[src/rtl/interboard_pkg.sv]
// Shared definitions for the interboard transmit queue: message field widths,
// the packed message layout, FSM state encoding and pack/unpack helpers.
package interboard_pkg;

    localparam int DIR_W  = 1;
    localparam int BX_W   = 5;
    localparam int BY_W   = 3;
    localparam int MT_W   = 4;
    localparam int CARD_W = 6;
    localparam int SL_W   = 3;
    localparam int MSG_W  = DIR_W + BX_W + BY_W + MT_W + CARD_W + SL_W;

    // Field order matches the wire packing, MSB first.
    typedef struct packed {
        logic [DIR_W-1:0]  move_dir;
        logic [BX_W-1:0]   block_x;
        logic [BY_W-1:0]   block_y;
        logic [MT_W-1:0]   msg_type;
        logic [CARD_W-1:0] card;
        logic [SL_W-1:0]   sel_len;
    } msg_t;

    typedef enum logic [1:0] {
        ST_IDLE      = 2'd0,
        ST_ISSUE     = 2'd1,
        ST_WAIT_BUSY = 2'd2,
        ST_WAIT_DONE = 2'd3
    } state_t;

    function automatic logic [MSG_W-1:0] pack_msg(input msg_t m);
        return {m.move_dir, m.block_x, m.block_y, m.msg_type, m.card, m.sel_len};
    endfunction

    function automatic msg_t unpack_msg(input logic [MSG_W-1:0] v);
        msg_t m;
        {m.move_dir, m.block_x, m.block_y, m.msg_type, m.card, m.sel_len} = v;
        return m;
    endfunction

endpackage

[src/rtl/interboard_tx_queue_if.sv]
// Bundle between GameControl / the communication top (master side) and the
// transmit queue (slave side). DEPTH must match the queue instance.
interface interboard_tx_queue_if
    import interboard_pkg::*;
#(
    parameter int DEPTH = 4
) ();

    logic                   interboard_rst;
    logic                   transmit;
    logic                   inter_ready;

    logic                   push_en;
    logic [DIR_W-1:0]       push_move_dir;
    logic [BX_W-1:0]        push_block_x;
    logic [BY_W-1:0]        push_block_y;
    logic [MT_W-1:0]        push_msg_type;
    logic [CARD_W-1:0]      push_card;
    logic [SL_W-1:0]        push_sel_len;

    logic                   ctrl_en;
    logic [DIR_W-1:0]       ctrl_move_dir;
    logic [BX_W-1:0]        ctrl_block_x;
    logic [BY_W-1:0]        ctrl_block_y;
    logic [MT_W-1:0]        ctrl_msg_type;
    logic [CARD_W-1:0]      ctrl_card;
    logic [SL_W-1:0]        ctrl_sel_len;

    logic [$clog2(DEPTH):0] q_count;
    logic                   q_full;
    logic                   q_empty;
    logic                   overflow;

    modport master (
        output interboard_rst, transmit, inter_ready,
        output push_en, push_move_dir, push_block_x, push_block_y,
        output push_msg_type, push_card, push_sel_len,
        input  ctrl_en, ctrl_move_dir, ctrl_block_x, ctrl_block_y,
        input  ctrl_msg_type, ctrl_card, ctrl_sel_len,
        input  q_count, q_full, q_empty, overflow
    );

    modport slave (
        input  interboard_rst, transmit, inter_ready,
        input  push_en, push_move_dir, push_block_x, push_block_y,
        input  push_msg_type, push_card, push_sel_len,
        output ctrl_en, ctrl_move_dir, ctrl_block_x, ctrl_block_y,
        output ctrl_msg_type, ctrl_card, ctrl_sel_len,
        output q_count, q_full, q_empty, overflow
    );

endinterface

[src/rtl/interboard_msg_fifo.sv]
// Synchronous first-word-fall-through FIFO holding queued messages.
// DEPTH must be a power of two (>= 2) so the pointers wrap naturally.
// A push while full is accepted only when a pop happens in the same cycle.
module interboard_msg_fifo #(
    parameter int DEPTH = 4,
    parameter int WIDTH = 22
) (
    input  logic                   clk,
    input  logic                   flush,
    input  logic                   push,
    input  logic                   pop,
    input  logic [WIDTH-1:0]       din,
    output logic [WIDTH-1:0]       dout,
    output logic [$clog2(DEPTH):0] count,
    output logic                   full,
    output logic                   empty
);

    localparam int PTR_W = $clog2(DEPTH);
    localparam int CNT_W = PTR_W + 1;

    logic [WIDTH-1:0] mem_r [DEPTH];
    logic [PTR_W-1:0] wr_ptr_r;
    logic [PTR_W-1:0] rd_ptr_r;
    logic [CNT_W-1:0] count_r;
    logic             full_r;
    logic             empty_r;
    logic             push_ok_s;
    logic             pop_ok_s;

    assign pop_ok_s  = pop & ~empty_r;
    assign push_ok_s = push & (~full_r | pop_ok_s);

    assign dout  = mem_r[rd_ptr_r];
    assign count = count_r;
    assign full  = full_r;
    assign empty = empty_r;

    // Storage write; a flush cycle never stores data.
    always_ff @(posedge clk) begin
        if (push_ok_s && !flush) begin
            mem_r[wr_ptr_r] <= din;
        end
    end

    // Pointers, occupancy and the registered full/empty flags.
    always_ff @(posedge clk) begin
        if (flush) begin
            wr_ptr_r <= {PTR_W{1'b0}};
            rd_ptr_r <= {PTR_W{1'b0}};
            count_r  <= {CNT_W{1'b0}};
            full_r   <= 1'b0;
            empty_r  <= 1'b1;
        end else begin
            if (push_ok_s) begin
                wr_ptr_r <= wr_ptr_r + PTR_W'(1);
            end
            if (pop_ok_s) begin
                rd_ptr_r <= rd_ptr_r + PTR_W'(1);
            end
            case ({push_ok_s, pop_ok_s})
                2'b10: begin
                    count_r <= count_r + CNT_W'(1);
                    full_r  <= (count_r == CNT_W'(DEPTH - 1));
                    empty_r <= 1'b0;
                end
                2'b01: begin
                    count_r <= count_r - CNT_W'(1);
                    full_r  <= 1'b0;
                    empty_r <= (count_r == CNT_W'(1));
                end
                default: begin
                    count_r <= count_r;
                    full_r  <= full_r;
                    empty_r <= empty_r;
                end
            endcase
        end
    end

endmodule

[src/rtl/interboard_tx_queue.sv]
// Transmit queue between GameControl and the interboard communication top.
// Messages are buffered in a FIFO and issued one at a time with a single
// ctrl_en strobe; the head entry is popped once the sender has gone busy and
// come back idle, or when it never went busy within BUSY_TIMEOUT cycles.
module interboard_tx_queue
    import interboard_pkg::*;
#(
    parameter int DEPTH        = 4,
    parameter int BUSY_TIMEOUT = 4
) (
    input  logic                 clk,
    input  logic                 rst,
    interboard_tx_queue_if.slave bus
);

    localparam int CNT_W = $clog2(DEPTH) + 1;
    localparam int TO_W  = $clog2(BUSY_TIMEOUT) + 1;
    localparam logic [TO_W-1:0] TO_LAST = TO_W'(BUSY_TIMEOUT - 1);

    logic             rst_s;
    state_t           state_r;
    state_t           state_nx_s;
    logic [TO_W-1:0]  to_cnt_r;
    logic [TO_W-1:0]  to_cnt_nx_s;
    logic             issue_s;
    logic             pop_s;
    logic             drop_s;
    msg_t             push_msg_s;
    logic [MSG_W-1:0] head_s;
    msg_t             ctrl_msg_r;
    logic             ctrl_en_r;
    logic             overflow_r;
    logic [CNT_W-1:0] fifo_count_s;
    logic             fifo_full_s;
    logic             fifo_empty_s;

    // Either board may request a reset; both have identical effect.
    assign rst_s = rst | bus.interboard_rst;

    assign push_msg_s.move_dir = bus.push_move_dir;
    assign push_msg_s.block_x  = bus.push_block_x;
    assign push_msg_s.block_y  = bus.push_block_y;
    assign push_msg_s.msg_type = bus.push_msg_type;
    assign push_msg_s.card     = bus.push_card;
    assign push_msg_s.sel_len  = bus.push_sel_len;

    interboard_msg_fifo #(
        .DEPTH (DEPTH),
        .WIDTH (MSG_W)
    ) u_fifo (
        .clk   (clk),
        .flush (rst_s),
        .push  (bus.push_en),
        .pop   (pop_s),
        .din   (pack_msg(push_msg_s)),
        .dout  (head_s),
        .count (fifo_count_s),
        .full  (fifo_full_s),
        .empty (fifo_empty_s)
    );

    // A push is lost only when the queue is full and nothing leaves this cycle.
    assign drop_s = bus.push_en & fifo_full_s & ~pop_s;

    // Next-state, timeout counter and issue/pop decisions.
    always_comb begin
        state_nx_s  = state_r;
        to_cnt_nx_s = to_cnt_r;
        issue_s     = 1'b0;
        pop_s       = 1'b0;
        case (state_r)
            ST_IDLE: begin
                if (!fifo_empty_s && bus.transmit && bus.inter_ready) begin
                    issue_s    = 1'b1;
                    state_nx_s = ST_ISSUE;
                end else begin
                    state_nx_s = ST_IDLE;
                end
            end
            ST_ISSUE: begin
                to_cnt_nx_s = {TO_W{1'b0}};
                state_nx_s  = ST_WAIT_BUSY;
            end
            ST_WAIT_BUSY: begin
                if (!bus.inter_ready) begin
                    state_nx_s = ST_WAIT_DONE;
                end else if (to_cnt_r == TO_LAST) begin
                    // Sender never went busy: treat the message as consumed.
                    pop_s      = 1'b1;
                    state_nx_s = ST_IDLE;
                end else begin
                    to_cnt_nx_s = to_cnt_r + TO_W'(1);
                end
            end
            ST_WAIT_DONE: begin
                if (bus.inter_ready) begin
                    pop_s      = 1'b1;
                    state_nx_s = ST_IDLE;
                end else begin
                    state_nx_s = ST_WAIT_DONE;
                end
            end
            default: begin
                state_nx_s = ST_IDLE;
            end
        endcase
    end

    // FSM state and timeout counter registers.
    always_ff @(posedge clk) begin
        if (rst_s) begin
            state_r  <= ST_IDLE;
            to_cnt_r <= {TO_W{1'b0}};
        end else begin
            state_r  <= state_nx_s;
            to_cnt_r <= to_cnt_nx_s;
        end
    end

    // Issue strobe and head-of-queue fields, latched only when issuing.
    always_ff @(posedge clk) begin
        if (rst_s) begin
            ctrl_en_r  <= 1'b0;
            ctrl_msg_r <= unpack_msg({MSG_W{1'b0}});
        end else begin
            ctrl_en_r <= issue_s;
            if (issue_s) begin
                ctrl_msg_r <= unpack_msg(head_s);
            end
        end
    end

    // Sticky record of any dropped push.
    always_ff @(posedge clk) begin
        if (rst_s) begin
            overflow_r <= 1'b0;
        end else if (drop_s) begin
            overflow_r <= 1'b1;
        end
    end

    assign bus.ctrl_en       = ctrl_en_r;
    assign bus.ctrl_move_dir = ctrl_msg_r.move_dir;
    assign bus.ctrl_block_x  = ctrl_msg_r.block_x;
    assign bus.ctrl_block_y  = ctrl_msg_r.block_y;
    assign bus.ctrl_msg_type = ctrl_msg_r.msg_type;
    assign bus.ctrl_card     = ctrl_msg_r.card;
    assign bus.ctrl_sel_len  = ctrl_msg_r.sel_len;
    assign bus.q_count       = fifo_count_s;
    assign bus.q_full        = fifo_full_s;
    assign bus.q_empty       = fifo_empty_s;
    assign bus.overflow      = overflow_r;

endmodule

[src/flat_wrapper.sv]
// flat-port wrapper written by rule: the top's interface ports become plain ports
module interboard_tx_queue_flat import interboard_pkg::*;
#(
    parameter int DEPTH        = 4,
    parameter int BUSY_TIMEOUT = 4
)
  (clk, rst, bus_interboard_rst, bus_transmit, bus_inter_ready, bus_push_en, bus_push_move_dir, bus_push_block_x, bus_push_block_y, bus_push_msg_type, bus_push_card, bus_push_sel_len, bus_ctrl_en, bus_ctrl_move_dir, bus_ctrl_block_x, bus_ctrl_block_y, bus_ctrl_msg_type, bus_ctrl_card, bus_ctrl_sel_len, bus_q_count, bus_q_full, bus_q_empty, bus_overflow);
  interboard_tx_queue_if #(.DEPTH(DEPTH)) bus_i ();
  input  logic clk;
  input  logic rst;
  input wire logic [$bits(bus_i.interboard_rst)-1:0] bus_interboard_rst;
  input wire logic [$bits(bus_i.transmit)-1:0] bus_transmit;
  input wire logic [$bits(bus_i.inter_ready)-1:0] bus_inter_ready;
  input wire logic [$bits(bus_i.push_en)-1:0] bus_push_en;
  input wire logic [$bits(bus_i.push_move_dir)-1:0] bus_push_move_dir;
  input wire logic [$bits(bus_i.push_block_x)-1:0] bus_push_block_x;
  input wire logic [$bits(bus_i.push_block_y)-1:0] bus_push_block_y;
  input wire logic [$bits(bus_i.push_msg_type)-1:0] bus_push_msg_type;
  input wire logic [$bits(bus_i.push_card)-1:0] bus_push_card;
  input wire logic [$bits(bus_i.push_sel_len)-1:0] bus_push_sel_len;
  output wire logic [$bits(bus_i.ctrl_en)-1:0] bus_ctrl_en;
  output wire logic [$bits(bus_i.ctrl_move_dir)-1:0] bus_ctrl_move_dir;
  output wire logic [$bits(bus_i.ctrl_block_x)-1:0] bus_ctrl_block_x;
  output wire logic [$bits(bus_i.ctrl_block_y)-1:0] bus_ctrl_block_y;
  output wire logic [$bits(bus_i.ctrl_msg_type)-1:0] bus_ctrl_msg_type;
  output wire logic [$bits(bus_i.ctrl_card)-1:0] bus_ctrl_card;
  output wire logic [$bits(bus_i.ctrl_sel_len)-1:0] bus_ctrl_sel_len;
  output wire logic [$bits(bus_i.q_count)-1:0] bus_q_count;
  output wire logic [$bits(bus_i.q_full)-1:0] bus_q_full;
  output wire logic [$bits(bus_i.q_empty)-1:0] bus_q_empty;
  output wire logic [$bits(bus_i.overflow)-1:0] bus_overflow;
  assign bus_i.interboard_rst = bus_interboard_rst;
  assign bus_i.transmit = bus_transmit;
  assign bus_i.inter_ready = bus_inter_ready;
  assign bus_i.push_en = bus_push_en;
  assign bus_i.push_move_dir = bus_push_move_dir;
  assign bus_i.push_block_x = bus_push_block_x;
  assign bus_i.push_block_y = bus_push_block_y;
  assign bus_i.push_msg_type = bus_push_msg_type;
  assign bus_i.push_card = bus_push_card;
  assign bus_i.push_sel_len = bus_push_sel_len;
  assign bus_ctrl_en = bus_i.ctrl_en;
  assign bus_ctrl_move_dir = bus_i.ctrl_move_dir;
  assign bus_ctrl_block_x = bus_i.ctrl_block_x;
  assign bus_ctrl_block_y = bus_i.ctrl_block_y;
  assign bus_ctrl_msg_type = bus_i.ctrl_msg_type;
  assign bus_ctrl_card = bus_i.ctrl_card;
  assign bus_ctrl_sel_len = bus_i.ctrl_sel_len;
  assign bus_q_count = bus_i.q_count;
  assign bus_q_full = bus_i.q_full;
  assign bus_q_empty = bus_i.q_empty;
  assign bus_overflow = bus_i.overflow;
  interboard_tx_queue #(.DEPTH(DEPTH), .BUSY_TIMEOUT(BUSY_TIMEOUT)) u_core (.clk(clk), .rst(rst), .bus(bus_i));
endmodule
[config.mk]
export PLATFORM = sky130hd
export DESIGN_NAME = interboard_tx_queue_flat
export DESIGN_NICKNAME = d
export VERILOG_FILES = /design/src/rtl/interboard_pkg.sv /design/src/rtl/interboard_tx_queue_if.sv /design/src/rtl/interboard_msg_fifo.sv /design/src/rtl/interboard_tx_queue.sv /design/src/flat_wrapper.sv
export SDC_FILE = /design/constraint.sdc
export NUM_CORES = 1
export LEC_CHECK = 0
export ABC_AREA = 1
export CORE_ASPECT_RATIO = 0.5
export CORE_MARGIN = 2
export CORE_UTILIZATION = 24
export CTS_BUF_LIST = sky130_fd_sc_hd__clkbuf_8
export DETAILED_ROUTE_END_ITERATION = 8
export HOLD_SLACK_MARGIN = 0.12
export PLACE_DENSITY_LB_ADDON = 0.08
export SYNTH_ARGS = -nofsm -noshare
export SYNTH_HDL_FRONTEND = slang
export SYNTH_HIERARCHICAL = 1
export SYNTH_SLANG_ARGS = --single-unit
[constraint.sdc]
create_clock -name clk -period 7.9 [get_ports clk]
set_input_delay 1.58 -clock clk [delete_from_list [all_inputs] [get_ports clk]]
set_output_delay 1.58 -clock clk [all_outputs]
set_load 0.01 [all_outputs]
# --- Word-level counts from Yosys, hierarchy flattened ---
# Memories as Yosys holds them, arrays and structs flattened. A register that Yosys moved wholly into a read port is not among the register bits.
# Index checks and enable logic that the tools add are counted.
classes:
  n_bitwise: 9
  addsub: 5
  n_reduce_logical: 9
  eq_ne: 11
  n_mux: 19
ops:
  columns: ["operator", "count"]
  rows:
  - ["case mux 3 bit (2 select lines)", 2]
  - ["2-to-1 mux 1 bit", 8]
  - ["case mux 2 bit (4 select lines)", 1]
  - ["adder 3 x 1 -> 3 bit, second input constant", 2]
  - ["equality test 2 bit, second input constant", 3]
  - ["equality test 3 x 2 -> 1 bit, second input constant", 2]
  - ["2-to-1 mux 2 bit", 3]
  - ["2-to-1 mux 3 bit", 2]
  - ["case mux 1 bit (2 select lines)", 3]
  - ["adder 2 x 1 -> 2 bit, second input constant", 2]
  - ["bitwise AND 1 bit", 4]
  - ["equality test 2 x 1 -> 1 bit, second input constant", 2]
  - ["!= test 2 bit, second input constant", 2]
  - ["nonzero test 2 bit", 2]
  - ["equality test 3 x 1 -> 1 bit, second input constant", 1]
  - ["logical AND 1 bit", 3]
  - ["!= test 3 x 2 -> 1 bit, second input constant", 1]
  - ["NOT 1 bit", 3]
  - ["AND reduction 3 bit", 1]
  - ["subtractor 3 x 1 -> 3 bit, second input constant", 1]
  - ["logical NOT 1 bit", 2]
  - ["logical NOT 2 bit", 1]
  - ["OR 1 bit", 2]
totals:
  output_inout_bits: 29
  elab_cells: 63
  ff_bits: 16
  mem_bits_rw: 88
  n_memories: 1
  inputBits: 28
mem_list:
  columns: ["memory", "words", "word_bits", "read_ports", "rd_clocked_by_memory_dff", "write_ports", "line_no", "rtl"]
  rows:
  - ["u_core.u_fifo.mem_r", 4, 22, 1, 1, 1, "interboard_msg_fifo.sv:22", "logic [WIDTH-1:0] mem_r [DEPTH];"]

# --- Longest topological paths before layout ---
logic_depth:
  depth_word: 10
  mapped_depth: 13
  mapped_depth_nobuf: 13

# --- Modules after synthesis ---
# The synthesis kept the hierarchy.
by_module_without_submodules:
  columns: ["mod", "instances", "cells_per_inst", "area_each_um2"]
  rows:
  - ["interboard_msg_fifo", 1, 295, 3905.0]
  - ["interboard_tx_queue", 1, 189, 1377.6]

# --- Worst setup path after synthesis ---
# OpenSTA, ideal clock, no wires.
synth_path:
  path_kind: "input to register"
  start: "in bus_interboard_rst"
  end: "mem u_core.u_fifo.mem_r[0][0] (enable)"
  arrival_ns: 3.158
  setup_slack_ns: 4.342
  stages: 5
  path_cell_list: "nor2_2 inv_1 inv_1 nand3_1 nor2_1"
synth_via:
  elab_chain_len: 5
synth_rtl:
  columns: ["element", "line_no", "rtl"]
  rows:
  - ["from (decl)", "flat_wrapper.sv:11", "input wire logic [$bits(bus_i.interboard_rst)-1:0] bus_interboard_rst;"]
  - ["OR 1 bit", "interboard_tx_queue.sv:38", "assign rst_s = rst | bus.interboard_rst;"]
  - ["named net u_core.rst_s", "interboard_tx_queue.sv:20", "logic rst_s;"]
  - ["logical NOT 1 bit", "interboard_msg_fifo.sv:41", "if (push_ok_s && !flush) begin"]
  - ["logical AND 1 bit", "interboard_msg_fifo.sv:41", null]
  - ["2-to-1 mux 1 bit", "interboard_msg_fifo.sv:41", null]
  - ["2-to-1 mux 1 bit (not written as such)", "interboard_msg_fifo.sv:42", "mem_r[wr_ptr_r] <= din;"]
  - ["to (decl)", "interboard_msg_fifo.sv:22", null]
# The timed path passes the listed nets, and every way through them passes these cells.

# --- Final worst setup path ---
layout_path:
  start: "in bus_interboard_rst"
  end: "mem u_core.u_fifo.mem_r[0][19] (enable)"
# The elaborated chain is that of the path after synthesis.

==> flow_metrics.tcl <==
set metrics [dict create \
    status "completed" \
    path_class "primary input to flop" \
    syn_nets 524 \
    cts_resized 0 \
    area_growth_pct 23.7 \
    switchingPower_w 0.000317 \
    place_congestion 0.660 \
    synthDistinctLibCells 29 \
    boundaryPins 57 \
    dp_hpwl_um 8100 \
    antenna_found_initial 0 \
    cts_max_level 4 \
    initial_core_util_pct 24.4 \
    vias 3510 \
    synthCells 484 \
    internal_power_w 0.00110 \
    nNetsFinal 581 \
    swShare_pct 22.4 \
    p_total_w 0.00141 \
    clk_pin_slew_ns 0.08 \
    chipHeight_um 109 \
    crit_family "buffers and inverters" \
    slew_headroom_pct 34.8 \
    hold_viol 0 \
    synth.area.top_cells "edfxtp_1 (50%), dfxtp_1 (15%), nor2_1 (5.8%)" \
    power.leakage_nw 2.31 \
    crit_chain "clkdlybuf4s50_1, nor2_2, inv_1, inv_1, nand3_1, nor2_2, buf_4" \
    clock-root-buffer "clkbuf_8" \
    cp.required_ns 8.01 \
    postCtsHoldBufs 0 \
    yosysTopAreaCell "edfxtp_1" \
    dieArea_um2 23300 \
    setup_tns_ns 0 \
    maxSlewViolCount 0 \
    cp_slowest_cell "nor2_2" \
    cp-startpoint "bus_interboard_rst" \
    post_drt_via_cell_ratio 4.11 \
    p_per_area_nw_per_um2 216 \
    ir_drop_v 0.0000969 \
    drc 0 \
    final_util_pct 30.2 \
    critPathCaptureType "flop" \
    io_buffers 56 \
    rsz0062_at_grt "no" \
    crit_arrival_ns 4.52 \
    critPathMaxStageDelay_ns 0.73 \
    postCtsSetupBuffers 0 \
    syn_area_um2 5280 \
    fin_crit_ns 4.42 \
    cp_max_fo 24 \
    finalSetupViolCount 0 \
    yosys_warnings 6 \
    ys_ff_latch 128 \
    ys_seq_area_share_pct 65.2 \
    grt_pass1_wl_um 19900 \
    antenna_cells 0 \
    min_period_over_period_pct 55.9 \
    coreArea_um2 21600 \
    rows 38 \
    layout-drive-gt1-share_pct 13.9 \
    dr.pass1.iters 4 \
    p_seq_share_pct 51.4 \
    holdPathStages 2 \
    max_cap_violations 0 \
    synth.top_cell.area_share_pct 50.0 \
    skew_ns 0.0129 \
    clkSinkCount 128 \
    ant_nets 0 \
    die_w_um 214 \
    cp_num_buf_inv 4 \
    clkPwrFrac_pct 44.4 \
    grt_usage_pct 11.7 \
    tightest_slew_ns 0.977 \
    wl_um 12600 \
    grt_overflow 0 \
    grt_pass1_vias 3528 \
    fmax_mhz 226 \
    wl_per_cell_um 14.7 \
    clockBufferDepth 2 \
    drt_iter0_drc 185 \
    cts_tree "done" \
    ff2ff_path_depth 9 \
    p_comb_share_pct 4.2 \
    worstHoldStart "u_core/to_cnt_r[2]$_SDFFE_PP0P_" \
    grt_max_degree 46 \
    critPathLaunchType "primary input" \
    crit_cells 7 \
    hold_path.class "flop to flop" \
    syn_avg_cell_area_um2 10.9 \
    clk_latency_ns 0.43 \
    cts-buffers-inserted 17 \
    rr_startpoint "u_core/to_cnt_r[1]$_SDFFE_PP0P_" \
]
-- synth_stat cells, drive strengths merged --
cell,n
nor2,113
edfxtp,88
inv,49
o21ai,49
nand2,42
dfxtp,40
nand4,23
buf,22
o22ai,22
ha,12
a21oi,9
nand3,8
clkbuf,1
clkinv,1
nand3b,1
nor3,1
o211ai,1
o21bai,1
xor2,1
-- stage by stage --
step                cells  hold WS, ns  worst slack, ns  area (um2)
global placement      822        0.473             3.05        6090
global route          854        0.512             3.25        6540
CTS                   854        0.493             3.44        6540
finish                854        0.486             3.48        6540
detailed placement    822        0.479             2.98        6090
floorplan             484        0.458             4.34        5280
-- cells by family after synthesis --
| family | share of synthesized area (%) |
|---|---|
| fa+ha+maj | 2.84 |
| flops | 65.2 |
| compound gates | 8.38 |
| simple gates | 16.4 |
| buf+inv | 6.99 |
| xor+xnor | 0.166 |
-- worst reg2reg max path, cell delays in order (launching register included) --
cell	delay, ns
dfxtp_1	0.35
ha_1	0.16
ha_1	0.14
nor2_1	0.07
nor2_1	0.19
nand2_1	0.15
nand2_2	0.14
nand3_1	0.21
nor2_2	0.48
buf_4	0.36
-- cells in the final DEF (no fill, tap or decap) --
master / Yosys / routed
xor2_1: 1 / 1
nand4_1: 23 / 23
edfxtp_1: 88 / 88
inv_8: 1 / 1
inv_1: 46 / 46
nand3b_1: 1 / 1
clkdlybuf4s50_1: 0 / 56
o22ai_1: 22 / 22
inv_2: 2 / 2
inv_6: 0 / 4
nor2_2: 30 / 34
o21bai_1: 1 / 1
nand2_1: 41 / 41
a21oi_1: 9 / 9
o21ai_0: 31 / 31
nand2_2: 1 / 1
nand3_1: 7 / 7
dfxtp_1: 40 / 40
clkinv_1: 0 / 1
clkinv_2: 1 / 2
buf_4: 2 / 5
o21ai_1: 18 / 18
bufinv_16: 0 / 4
nor3_1: 1 / 1
clkinv_4: 0 / 5
nor2_4: 1 / 1
ha_1: 12 / 12
clkbuf_8: 0 / 17
o211ai_1: 1 / 1
nor2_1: 82 / 78
nand3_2: 1 / 1
-- registers in the layout (all words and copies together), names as in the netlist, named ones only --
register and count:
u_core/bus.ctrl_move_dir 1, u_core/to_cnt_r 3, u_core/u_fifo/full 1, u_core/u_fifo/count 3, u_core/bus.ctrl_block_y 3, u_core/bus.ctrl_en 1, u_core/bus.overflow 1, u_core/u_fifo/mem_r 88
u_core/u_fifo/empty 1, u_core/bus.ctrl_msg_type 4, u_core/bus.ctrl_sel_len 3, u_core/state_r 2, u_core/bus.ctrl_card 6, u_core/u_fifo/wr_ptr_r 2, u_core/bus.ctrl_block_x 5, u_core/u_fifo/rd_ptr_r 2
-- final cells by class --
cell class / count / area, um2
Sequential cell: 128 / 3440
Tap cell: 300 / 375
Fill cell: 2269 / 15100
Inverter: 50 / 196
Timing Repair Buffer: 61 / 598
Clock buffer: 17 / 234
Multi-Input combinational cell: 283 / 1480
Clock inverter: 15 / 208
-- power groups by stage --
stage / logic (W) / clock network [W] / registers (W)
finish: 0.0000596 / 0.000628 / 0.000726
global route: 0.0000676 / 0.000684 / 0.000727
CTS: 0.0000616 / 0.000654 / 0.000726
detailed placement: 0.0000613 / 0 / 0.000742
global placement: 0.0000614 / 0 / 0.000742
floorplan: 0.0000268 / 0 / 0.000742
-- path summary, 6_finish.rpt --
| kind | endpoint | slack [ns] |
|---|---|---|
| min reg2reg | u_core/to_cnt_r[2]$_SDFFE_PP0P_ | 0.49 |
| max reg2reg | u_core/u_fifo/mem_r[0][19]$_DFFE_PP_ | 5.32 |
| min | u_core/to_cnt_r[2]$_SDFFE_PP0P_ | 0.49 |
| max | u_core/u_fifo/mem_r[0][19]$_DFFE_PP_ | 3.48 |
-- metal layers --
layer	vias up	wire length [um]	GRT usage, %
li1	1774	-	-
met1	1689	6290	16.2
met2	41	5710	17.6
met3	6	498	3.40
met4	0	89	3.42
met5	-	0	0
No activity file was read; power rests on OpenSTA's default activity.
